$ cat config.mk
export PLATFORM = sky130hd
export DESIGN_NAME = mmio_ctrl_flat
export DESIGN_NICKNAME = d
export VERILOG_FILES = /design/src/rtl/mmio_pkg.sv /design/src/rtl/mmio_if.sv /design/src/rtl/sync2.sv /design/src/rtl/mmio_ctrl.sv /design/src/flat_wrapper.sv
export SDC_FILE = /design/constraint.sdc
export NUM_CORES = 1
export LEC_CHECK = 0
export ABC_CLOCK_PERIOD_IN_PS = 1700
export BUFFER_PORTS_ARGS = -buffer_cell sky130_fd_sc_hd__buf_2
export CORE_AREA = 3 3 94 96
export DETAILED_ROUTE_END_ITERATION = 8
export DIE_AREA = 0 0 97 99
export HOLD_SLACK_MARGIN = 0.1
export PLACE_DENSITY_LB_ADDON = 0.1
export SYNTH_ARGS = -nofsm -noshare
export SYNTH_HDL_FRONTEND = slang
export SYNTH_SLANG_ARGS = --single-unit
$ cat constraint.sdc
create_clock -name clk -period 1.7 [get_ports clk]
set_input_delay 0 -clock clk [delete_from_list [all_inputs] [get_ports clk]]
set_output_delay 0 -clock clk [all_outputs]
set_load 0.02 [all_outputs]
$ cat src/rtl/mmio_pkg.sv
// rtl/mmio_pkg.sv - shared command codes, FSM encoding and default map for mmio_ctrl
package mmio_pkg;

    localparam logic [1:0] MNONE  = 2'b00;
    localparam logic [1:0] MREAD  = 2'b01;
    localparam logic [1:0] MWRITE = 2'b10;

    localparam logic [1:0] IDLE    = 2'd0;
    localparam logic [1:0] RD_WAIT = 2'd1;
    localparam logic [1:0] RESP    = 2'd2;

    localparam logic [8:0] DEF_OUT_BASE = 9'h100;
    localparam logic [8:0] DEF_IN_BASE  = 9'h140;

    typedef enum logic [1:0] {
        ACC_NONE  = 2'd0,
        ACC_READ  = 2'd1,
        ACC_WRITE = 2'd2
    } acc_kind_e;

    // Encoding 11 is reserved and behaves as no request.
    function automatic acc_kind_e decode_cmd(input logic [1:0] cmd);
        case (cmd)
            MREAD:   return ACC_READ;
            MWRITE:  return ACC_WRITE;
            default: return ACC_NONE;
        endcase
    endfunction

endpackage

$ cat src/rtl/mmio_if.sv
// rtl/mmio_if.sv - CPU memory port bundle between the CPU and mmio_ctrl
interface mmio_if #(
    parameter int ADDR_W = 9,
    parameter int DATA_W = 16
);
    logic [1:0]        mem_cmd;
    logic [ADDR_W-1:0] mem_addr;
    logic [DATA_W-1:0] write_data;
    logic [DATA_W-1:0] read_data;
    logic              mem_ready;

    modport master (
        output mem_cmd,
        output mem_addr,
        output write_data,
        input  read_data,
        input  mem_ready
    );

    modport slave (
        input  mem_cmd,
        input  mem_addr,
        input  write_data,
        output read_data,
        output mem_ready
    );
endinterface

$ cat src/rtl/sync2.sv
// rtl/sync2.sv - width-parametrised two-flop synchroniser with synchronous reset
module sync2 #(
    parameter int W = 10
) (
    input  logic         clk,
    input  logic         reset,
    input  logic [W-1:0] d,
    output logic [W-1:0] q
);
    logic [W-1:0] meta_q;
    logic [W-1:0] sync_q;

    always_ff @(posedge clk) begin
        if (reset) begin
            meta_q <= '0;
            sync_q <= '0;
        end else begin
            meta_q <= d;
            sync_q <= meta_q;
        end
    end

    assign q = sync_q;
endmodule

$ cat src/rtl/mmio_ctrl.sv
// rtl/mmio_ctrl.sv - decodes CPU accesses to external RAM, output registers and synchronised inputs
module mmio_ctrl
    import mmio_pkg::*;
#(
    parameter int                ADDR_W   = 9,
    parameter int                DATA_W   = 16,
    parameter int                RAM_AW   = 8,
    parameter int                N_OUT    = 2,
    parameter int                N_IN     = 2,
    parameter int                IO_W     = 10,
    parameter logic [ADDR_W-1:0] OUT_BASE = ADDR_W'(DEF_OUT_BASE),
    parameter logic [ADDR_W-1:0] IN_BASE  = ADDR_W'(DEF_IN_BASE)
) (
    input  logic                   clk,
    input  logic                   reset,
    mmio_if.slave                  bus,
    output logic [RAM_AW-1:0]      ram_addr,
    output logic                   ram_wr,
    output logic [DATA_W-1:0]      ram_din,
    input  logic [DATA_W-1:0]      ram_dout,
    input  logic [N_IN*IO_W-1:0]   in_ports,
    output logic [N_OUT*IO_W-1:0]  out_ports,
    output logic                   bus_err
);
    logic [1:0]              state;
    logic [RAM_AW-1:0]       ram_addr_q;
    logic [DATA_W-1:0]       rdata_q;
    logic [N_OUT*IO_W-1:0]   out_q;
    logic                    bus_err_q;
    logic [N_IN*IO_W-1:0]    in_sync;

    acc_kind_e               acc;
    logic                    is_io;
    logic [N_OUT-1:0]        out_match;
    logic [N_IN-1:0]         in_match;
    logic                    io_mapped;
    logic [DATA_W-1:0]       io_rdata;

    for (genvar g = 0; g < N_IN; g++) begin : g_sync
        sync2 #(.W(IO_W)) u_sync (
            .clk   (clk),
            .reset (reset),
            .d     (in_ports[g*IO_W +: IO_W]),
            .q     (in_sync[g*IO_W +: IO_W])
        );
    end

    // Output registers take precedence if the two windows are ever overlapped.
    always_comb begin
        acc       = decode_cmd(bus.mem_cmd);
        is_io     = bus.mem_addr[ADDR_W-1];
        out_match = '0;
        in_match  = '0;
        io_rdata  = '0;
        for (int k = 0; k < N_OUT; k++) begin
            if (bus.mem_addr == OUT_BASE + ADDR_W'(k)) begin
                out_match[k] = 1'b1;
                io_rdata     = DATA_W'(out_q[k*IO_W +: IO_W]);
            end
        end
        if (out_match == '0) begin
            for (int k = 0; k < N_IN; k++) begin
                if (bus.mem_addr == IN_BASE + ADDR_W'(k)) begin
                    in_match[k] = 1'b1;
                    io_rdata    = DATA_W'(in_sync[k*IO_W +: IO_W]);
                end
            end
        end
        io_mapped = (out_match != '0) || ((acc == ACC_READ) && (in_match != '0));
    end

    always_ff @(posedge clk) begin
        if (reset) begin
            state      <= IDLE;
            ram_addr_q <= '0;
            rdata_q    <= '0;
            out_q      <= '0;
            bus_err_q  <= 1'b0;
        end else begin
            case (state)
                IDLE: begin
                    if (acc != ACC_NONE) begin
                        ram_addr_q <= bus.mem_addr[RAM_AW-1:0];
                        if (!is_io) begin
                            if (acc == ACC_READ) begin
                                state <= RD_WAIT;
                            end else begin
                                state   <= RESP;
                                rdata_q <= '0;
                            end
                        end else begin
                            state   <= RESP;
                            rdata_q <= (acc == ACC_READ && io_mapped) ? io_rdata : '0;
                            if (acc == ACC_WRITE) begin
                                for (int k = 0; k < N_OUT; k++) begin
                                    if (out_match[k]) begin
                                        out_q[k*IO_W +: IO_W] <= bus.write_data[IO_W-1:0];
                                    end
                                end
                            end
                            if (!io_mapped) begin
                                bus_err_q <= 1'b1;
                            end
                        end
                    end
                end
                RD_WAIT: begin
                    rdata_q <= ram_dout;
                    state   <= RESP;
                end
                RESP: begin
                    state <= IDLE;
                end
                default: begin
                    state <= IDLE;
                end
            endcase
        end
    end

    // The RAM sees the live bus only while idle; afterwards the accepted address is held.
    assign ram_addr = (state == IDLE) ? bus.mem_addr[RAM_AW-1:0] : ram_addr_q;
    assign ram_wr   = !reset && (state == IDLE) && (acc == ACC_WRITE) && !is_io;
    assign ram_din  = bus.write_data;

    assign bus.read_data = rdata_q;
    assign bus.mem_ready = (state == RESP);
    assign out_ports     = out_q;
    assign bus_err       = bus_err_q;
endmodule

$ cat src/flat_wrapper.sv
// flat-port wrapper written by rule: the top's interface ports become plain ports
module mmio_ctrl_flat import mmio_pkg::*;
#(
    parameter int                ADDR_W   = 9,
    parameter int                DATA_W   = 16,
    parameter int                RAM_AW   = 8,
    parameter int                N_OUT    = 2,
    parameter int                N_IN     = 2,
    parameter int                IO_W     = 10,
    parameter logic [ADDR_W-1:0] OUT_BASE = ADDR_W'(DEF_OUT_BASE),
    parameter logic [ADDR_W-1:0] IN_BASE  = ADDR_W'(DEF_IN_BASE)
)
  (clk, reset, ram_addr, ram_wr, ram_din, ram_dout, in_ports, out_ports, bus_err, bus_mem_cmd, bus_mem_addr, bus_write_data, bus_read_data, bus_mem_ready);
  mmio_if #(.ADDR_W(ADDR_W), .DATA_W(DATA_W)) bus_i ();
  input  logic clk;
  input  logic reset;
  output logic [RAM_AW-1:0] ram_addr;
  output logic ram_wr;
  output logic [DATA_W-1:0] ram_din;
  input  logic [DATA_W-1:0] ram_dout;
  input  logic [N_IN*IO_W-1:0] in_ports;
  output logic [N_OUT*IO_W-1:0] out_ports;
  output logic bus_err;
  input wire logic [$bits(bus_i.mem_cmd)-1:0] bus_mem_cmd;
  input wire logic [$bits(bus_i.mem_addr)-1:0] bus_mem_addr;
  input wire logic [$bits(bus_i.write_data)-1:0] bus_write_data;
  output wire logic [$bits(bus_i.read_data)-1:0] bus_read_data;
  output wire logic [$bits(bus_i.mem_ready)-1:0] bus_mem_ready;
  assign bus_i.mem_cmd = bus_mem_cmd;
  assign bus_i.mem_addr = bus_mem_addr;
  assign bus_i.write_data = bus_write_data;
  assign bus_read_data = bus_i.read_data;
  assign bus_mem_ready = bus_i.mem_ready;
  mmio_ctrl #(.ADDR_W(ADDR_W), .DATA_W(DATA_W), .RAM_AW(RAM_AW), .N_OUT(N_OUT), .N_IN(N_IN), .IO_W(IO_W), .OUT_BASE(OUT_BASE), .IN_BASE(IN_BASE)) u_core (.clk(clk), .reset(reset), .bus(bus_i), .ram_addr(ram_addr), .ram_wr(ram_wr), .ram_din(ram_din), .ram_dout(ram_dout), .in_ports(in_ports), .out_ports(out_ports), .bus_err(bus_err));
endmodule
==> results of run 1 <==
[repair_timing]
item                                   in CTS  in global routing
endpoints found under the hold margin      68                  0
pin swaps                                   0                  1
setup endpoints to repair                   7                 35
hold buffers                               58                  0
gates cloned                                0                  1
buffers inserted                            0                  0
resized for setup                           1                  8
[worst max-delay path, cell delays in order, from the launching register on]
cell                      delay (ps)
sky130_fd_sc_hd__dfxtp_2         330
sky130_fd_sc_hd__or3b_4          430
sky130_fd_sc_hd__nor4_4          330
sky130_fd_sc_hd__buf_6           200
sky130_fd_sc_hd__mux2i_1         200
sky130_fd_sc_hd__nor2_1           50
[cell usage after synthesis, drive strengths merged]
| cell | n |
|---|---|
| o211ai | 10 |
| nor2 | 41 |
| mux2 | 17 |
| nand2b | 12 |
| buf | 21 |
| nand3b | 1 |
| dfxtp | 87 |
| or4 | 1 |
| nand2 | 19 |
| inv | 4 |
| nor4 | 2 |
| o311a | 1 |
| ha | 2 |
| nor3 | 5 |
| a211o | 1 |
| o21ai | 1 |
| mux2i | 21 |
| clkbuf | 17 |
| a21o | 1 |
| or3 | 3 |
| nand4 | 1 |
| a21oi | 19 |
| a31oi | 2 |
| a22oi | 6 |
| a211oi | 9 |
| o22a | 9 |
| o2111ai | 1 |
| or3b | 2 |
| nor2b | 42 |
[routing by layer]
| layer | GRT usage [%] | up-vias | routed length [µm] |
|---|---|---|---|
| li1 | - | 1540 | - |
| met2 | 30.3 | 88 | 4280 |
| met3 | 4.67 | 12 | 518 |
| met1 | 23.3 | 1387 | 4030 |
| met5 | 0 | - | 0 |
| met4 | 7.24 | 0 | 151 |
[worst max-delay path by stage]
stage                          startpoint              endpoint  slack [ps]
final                     u_core.state[1]  u_core.out_ports[16]          20
after global routing      u_core.state[1]  u_core.out_ports[16]         -40
after CTS                 u_core.state[1]  u_core.out_ports[16]           6
after detailed placement   bus_mem_cmd[0]  u_core.out_ports[16]         -40
after global placement    u_core.state[1]  u_core.out_ports[16]          40
after floorplan           u_core.state[1]  u_core.out_ports[19]           3
[power by group through the flow]
stage / registers, mW / clock network [mW] / logic [mW]
after global placement: 2.20 / 0 / 0.578
after detailed placement: 2.21 / 0 / 0.582
after global routing: 2.17 / 1.63 / 0.776
after floorplan: 2.24 / 0 / 0.362
after CTS: 2.16 / 1.56 / 0.700
final: 2.16 / 1.51 / 0.706
[layout make-up]
type | count | area, µm²
Clock buffer | 9 | 124
Clock inverter | 7 | 88.8
Fill cell | 696 | 3150
Inverter | 4 | 15.0
Multi-Input combinational cell | 230 | 1550
Sequential cell | 87 | 1740
Tap cell | 105 | 131
Timing Repair Buffer | 193 | 1330
[flip-flops by register name, summed over array words and instances, names as in the netlist]
signal	flops
u_core.g_sync.u_sync.meta_q	20
u_core.g_sync.u_sync.q	20
u_core.out_ports	20
u_core.bus.read_data	16
u_core.ram_addr_q	8
u_core.state	2
u_core.bus_err	1
[placed cells by master (no fill, tap or decap), types with 2 or more instances in the layout]
master                            n
sky130_fd_sc_hd__a21oi_1         19
sky130_fd_sc_hd__buf_4           15
sky130_fd_sc_hd__inv_6            3
sky130_fd_sc_hd__or4_4            2
sky130_fd_sc_hd__nor3_1           5
sky130_fd_sc_hd__mux2_2          17
sky130_fd_sc_hd__dlygate4sd3_1   58
sky130_fd_sc_hd__o211ai_1        10
sky130_fd_sc_hd__or3_1            3
sky130_fd_sc_hd__nor2b_1         41
sky130_fd_sc_hd__ha_1             2
sky130_fd_sc_hd__mux2i_1         21
sky130_fd_sc_hd__clkbuf_8         9
sky130_fd_sc_hd__nor4_4           2
sky130_fd_sc_hd__buf_6            4
sky130_fd_sc_hd__nand2_1         19
sky130_fd_sc_hd__nor2_1          40
sky130_fd_sc_hd__dfxtp_1         86
sky130_fd_sc_hd__a211oi_1         9
sky130_fd_sc_hd__buf_2          115
sky130_fd_sc_hd__a31oi_1          2
sky130_fd_sc_hd__o22a_1           9
sky130_fd_sc_hd__inv_1            4
sky130_fd_sc_hd__nand2b_1        12
sky130_fd_sc_hd__a22oi_1          6
[cell families after synthesis]
logic type	after synthesis
and+or+nand+nor	129
DFF	87
AOI/OAI and AO/OA	60
buffers and inverters	42
muxes	38
adders and majority gates	2
[per-stage QoR]
stage	utilization (%)	setup TNS, ps
final	61.3	0
after floorplan	-	0
after detailed placement	51.1	-164
after CTS	60.9	0
after global routing	61.3	-71.0
after global placement	51.1	0
==> reports/summary.json, run 1 <==
{
  "grt": {
    "grt_first_pass_wirelength_um": 14400,
    "grt_max_degree": 37,
    "antenna_found_initial": 0,
    "number_of_global_route_vias_before_repair": 2871,
    "grt.overflow.total": 0,
    "grt_util_all_layers_pct": 18.4
  },
  "synth": {
    "yosys.area_share.simple_pct": 19.3,
    "synthesis.instances": 358,
    "synth_mux_area_share_pct": 11.5,
    "synth.net_count": 425,
    "post_synth_instance_area_um2": 3490,
    "yosys.cell_types.count": 34,
    "synthDominantCellAreaShare_pct": 49.9,
    "postSynthAreaPerCell_um2": 9.76,
    "ffs_latches_synth": 87,
    "yosysWarnings": 0,
    "synthDominantAreaCellType": "sky130_fd_sc_hd__dfxtp_1",
    "ys_seq_area_share_pct": 49.9,
    "synthesized_area_fraction_occupied_by_ao_oa_aoi_and_oai_cells_pct": 11.9,
    "synth-xor-area-share_pct": 0,
    "synth_top_cells_by_area": "sky130_fd_sc_hd__dfxtp_1 50%, sky130_fd_sc_hd__nor2b_1 7.5%, sky130_fd_sc_hd__mux2i_1 6.0%",
    "yosys.area_share.adder_pct": 0.716,
    "synth_top_family_by_area": "simple AND/OR/NAND/NOR gates"
  },
  "floorplanning": {
    "die_height_um": 99,
    "dieArea_um2": 9600,
    "core_area_um2": 8130,
    "starting_density_of_the_core_pct": 42.9,
    "die_w_um": 97,
    "ioPinCount": 128,
    "placement_rows": 33
  },
  "detailed_routing": {
    "post_drt_wl_per_cell_um": 14.1,
    "num_vias": 3027,
    "avg_vias_per_cell": 4.77,
    "post-route-drc-count": 0,
    "wire_length_reported_by_the_detailed_router_um": 8970,
    "drt_iter0_drc": 116,
    "drt_first_pass_iters": 4,
    "route.antenna.remaining_nets": 0
  },
  "hold_path": {
    "worst_hold_path.num_cells": 4,
    "worst_hold_path.endpoint": "u_core.bus.read_data[2]",
    "hold_path_start": "ram_dout[2]",
    "min_path_type": "in2reg"
  },
  "cts": {
    "clock_latency_ps": 350,
    "clkSlewWorstSetupHoldPaths_ps": 100,
    "tritoncts_num_sinks": 87,
    "clock-root-buffer": "sky130_fd_sc_hd__clkbuf_8",
    "ctsHtreeMaxLevel": 3,
    "tritoncts_clock_tree": "built",
    "max-clock-path-buffers": 2,
    "tritoncts.num_buffers": 9
  },
  "outcome": {
    "outcome": "finished, final reports clean"
  },
  "pwr": {
    "p_clk_share_pct": 34.5,
    "power.share.switching_pct": 27.3,
    "power_internal_mw": 3.18,
    "p_seq_share_pct": 49.4,
    "power_per_cell_area_nw_per_um2": 877,
    "p_leak_nw": 2.26,
    "power_frac_comb_pct": 16.1,
    "power.ir.vdd_worst_uv": 447,
    "switchingPower_mw": 1.19,
    "finalPower_mw": 4.37
  },
  "critical_path": {
    "worst-r2r-setup-slack_ps": 20,
    "rr_endpoint": "u_core.out_ports[16]",
    "cp.arrival_ps": 1900,
    "worst-setup-path-type": "reg2reg",
    "cp.required_ps": 1920,
    "rr_startpoint": "u_core.state[1]",
    "worst_r2r_path_depth": 5,
    "worstSetupEndpointType": "flip-flop",
    "critical_path.startpoint_type": "flip-flop",
    "worstPathMaxFanout": 7
  },
  "sta": {
    "final.hold.worst_slack_ps": 111,
    "min_period_over_period_pct": 98.5,
    "timing.final.hold_violations": 0,
    "grt_setup_unrepaired": "yes",
    "finClkSkew_ps": 5.90,
    "fin_crit_ps": 1680,
    "fin_ws_ps": 24.8,
    "fmax_mhz": 597,
    "maxSlewHeadroom_pct": 60.3,
    "worst_slew_pin_slew_ps": 596,
    "final-max-slew-violation-count": 0,
    "finalSetupViolCount": 0
  },
  "cells_and_area": {
    "layout.cell_area.non_filler_um2": 4990,
    "post_route_cells_drive_above_1_share_pct": 33.4,
    "area_growth_syn_to_layout_pct": 42.8,
    "final_nets": 592,
    "post_layout_nonfiller_instances": 635,
    "n_antenna_cell": 0
  },
  "placement": {
    "place.detailed.hpwl_um": 6140,
    "place.detailed.instances": 560,
    "place.port_buffers": 115,
    "place.gp.congestion": 0.815,
    "pre_cts_ws_ps": -44.8,
    "postPlaceCellArea_um2": 4150
  },
  "flow_run": {
    "cap_viol_max_count": 0
  }
}
No activity file was read; power rests on OpenSTA's default activity.
==> inputs of run 2 (changes only) <==
--- a/config.mk
+++ b/config.mk
@@ -5,12 +5,12 @@
 export SDC_FILE = /design/constraint.sdc
 export NUM_CORES = 1
 export LEC_CHECK = 0
-export ABC_CLOCK_PERIOD_IN_PS = 1700
+export ABC_CLOCK_PERIOD_IN_PS = 1500
 export BUFFER_PORTS_ARGS = -buffer_cell sky130_fd_sc_hd__buf_2
 export CORE_AREA = 3 3 94 96
 export DETAILED_ROUTE_END_ITERATION = 8
 export DIE_AREA = 0 0 97 99
-export HOLD_SLACK_MARGIN = 0.1
+export HOLD_SLACK_MARGIN = 0.05
 export PLACE_DENSITY_LB_ADDON = 0.1
 export SYNTH_ARGS = -nofsm -noshare
 export SYNTH_HDL_FRONTEND = slang
==> constraint.sdc (replaced) <==
create_clock -name clk -period 1.5 [get_ports clk]
set_input_delay 0.15 -clock clk [delete_from_list [all_inputs] [get_ports clk]]
set_output_delay 0.15 -clock clk [all_outputs]
set_load 0.02 [all_outputs]
==> run 2 against run 1 <==
Critical path type is now reg2out. Clock-buffer cell count did not move. Worst setup slack got worse by 310 ps. Critical path depth grew 1. Clock skew rose by 3.0 ps. Sequential share of layout area is 0.071 points lower. The run now ends with setup timing left. Largest cell class unchanged.
==> reports/summary.json, run 2 (synthesized netlist as in run 1, its figures left out) <==
{
  "critical_path": {
    "timing.critical_path.cells": "buf_6 -> buf_8 -> nor2_4 -> buf_8 -> mux2_4 -> buf_6",
    "worstSetupEndpointType": "primary output",
    "critPathBufInv": 4,
    "worstPathMaxFanout": 8,
    "critical_path.startpoint_type": "flip-flop",
    "critical_path.max_stage_delay_ps": 340,
    "cp.required_ps": 1350,
    "worst_setup_path_startpoint": "u_core.state[0]",
    "worst_path_dominant_cell_family": "buffers and inverters",
    "rr_startpoint": "u_core.state[1]",
    "worst-setup-path-type": "reg2out",
    "worst-r2r-setup-slack_ps": -220,
    "critical-path-slowest-cell": "sky130_fd_sc_hd__dfxtp_2",
    "cp.arrival_ps": 1630
  },
  "cts": {
    "clkSlewWorstSetupHoldPaths_ps": 100,
    "tritoncts_clock_tree": "built",
    "clock_latency_ps": 360,
    "clock-root-buffer": "sky130_fd_sc_hd__clkbuf_8",
    "tritoncts.num_buffers": 9,
    "ctsHtreeMaxLevel": 3,
    "max-clock-path-buffers": 2,
    "tritoncts_num_sinks": 87
  },
  "pwr": {
    "power_per_cell_area_nw_per_um2": 982,
    "finalPower_mw": 4.91,
    "power.ir.vdd_worst_uv": 532,
    "p_leak_nw": 2.27
  },
  "grt": {
    "grt_max_degree": 32,
    "number_of_global_route_vias_before_repair": 2930,
    "grt.overflow.total": 0,
    "grt_first_pass_wirelength_um": 15100,
    "grt_util_all_layers_pct": 19.7,
    "antenna_found_initial": 0
  },
  "cells_and_area": {
    "filler_cell_count": 699,
    "area_growth_syn_to_layout_pct": 43.2,
    "n_antenna_cell": 0,
    "post_layout_nonfiller_instances": 619,
    "layout_common_cells": "106 x sky130_fd_sc_hd__buf_2, 85 x sky130_fd_sc_hd__dfxtp_1, 41 x sky130_fd_sc_hd__nor2b_1",
    "multi_input_combinational_cell_area_um2": 1730,
    "layout_commonest_cell": "sky130_fd_sc_hd__buf_2",
    "post_route_cells_drive_above_1_share_pct": 40.7,
    "final_nets": 576,
    "layout.cell_area.non_filler_um2": 5000,
    "seqCellArea_um2": 1740,
    "fin_util_pct": 61.5
  },
  "sta": {
    "finalSetupViolCount": 31,
    "fin_tns_setup_ps": -5980,
    "min_period_over_period_pct": 119,
    "maxSlewHeadroom_pct": 65.1,
    "fin_ws_ps": -283,
    "worst_slew_pin_slew_ps": 523,
    "grt_setup_unrepaired": "yes",
    "final.hold.worst_slack_ps": 57.7,
    "fmax_mhz": 561,
    "final-max-slew-violation-count": 0,
    "finClkSkew_ps": 8.92,
    "fin_crit_ps": 1780,
    "timing.final.hold_violations": 0
  },
  "floorplanning": {
    "dieArea_um2": 9600,
    "die_w_um": 97,
    "starting_density_of_the_core_pct": 42.9,
    "ioPinCount": 128,
    "core_area_um2": 8130,
    "die_height_um": 99,
    "placement_rows": 33
  },
  "detailed_routing": {
    "wire_length_reported_by_the_detailed_router_um": 9490,
    "avg_vias_per_cell": 4.94,
    "post-route-drc-count": 0,
    "drt_iter0_drc": 133,
    "route.antenna.remaining_nets": 0,
    "drt_first_pass_iters": 4,
    "route.layer.met1.wl_um": 4320,
    "num_vias": 3057,
    "met3_length_um": 549,
    "wl_met2_um": 4460,
    "post_drt_wl_per_cell_um": 15.3,
    "dr.max_layer_used": "met4"
  },
  "placement": {
    "place.gp.congestion": 0.816,
    "place.detailed.instances": 562,
    "pre_cts_ws_ps": -322,
    "place.detailed.hpwl_um": 6120,
    "postPlaceCellArea_um2": 4160,
    "place.port_buffers": 115
  },
  "outcome": {
    "outcome": "complete, but fails checks",
    "violations": "setup timing"
  },
  "hold_path": {
    "min_path_type": "in2reg",
    "hold_path_start": "bus_write_data[1]"
  },
  "flow_run": {
    "cap_viol_max_count": 0
  }
}
run 2: what timing repair did:
item	in CTS	in global routing
resized for setup	57	26
endpoints found under the hold margin	30	0
cloned	4	3
hold buffers	30	0
setup buffers	4	3
setup endpoints to repair	37	49
pin swaps	13	10
run 2: worst paths after layout:
path,endpoint,cells after the start
max,ram_addr[6],6
min,u_core.out_ports[1],3
max reg2reg,u_core.out_ports[3],5
min reg2reg,u_core.g_sync[0].u_sync.q[0],1
run 2: cell type report:
cell class | instances | share of cell area (%)
Clock buffer | 9 | 2.48
Clock inverter | 7 | 1.25
Inverter | 4 | 0.300
Multi-Input combinational cell | 233 | 34.6
Sequential cell | 87 | 34.9
Tap cell | 105 | 2.63
Timing Repair Buffer | 174 | 23.9
run 2: power by group:
part / internal [mW] / switching (mW)
clock network: 0.637 / 0.918
logic: 0.442 / 0.459
registers: 2.41 / 0.0430
total: 3.49 / 1.42
run 2: per-layer routing:
metal,global-route usage (%),up-vias
met3,5.02,16
li1,-,1519
met4,6.91,0
met5,0,-
met2,31.6,103
met1,25.7,1419
run 2: worst min-delay path: stages:
cell	delay, ps
sky130_fd_sc_hd__buf_2	100
sky130_fd_sc_hd__mux2i_1	70
sky130_fd_sc_hd__nor2_1	70
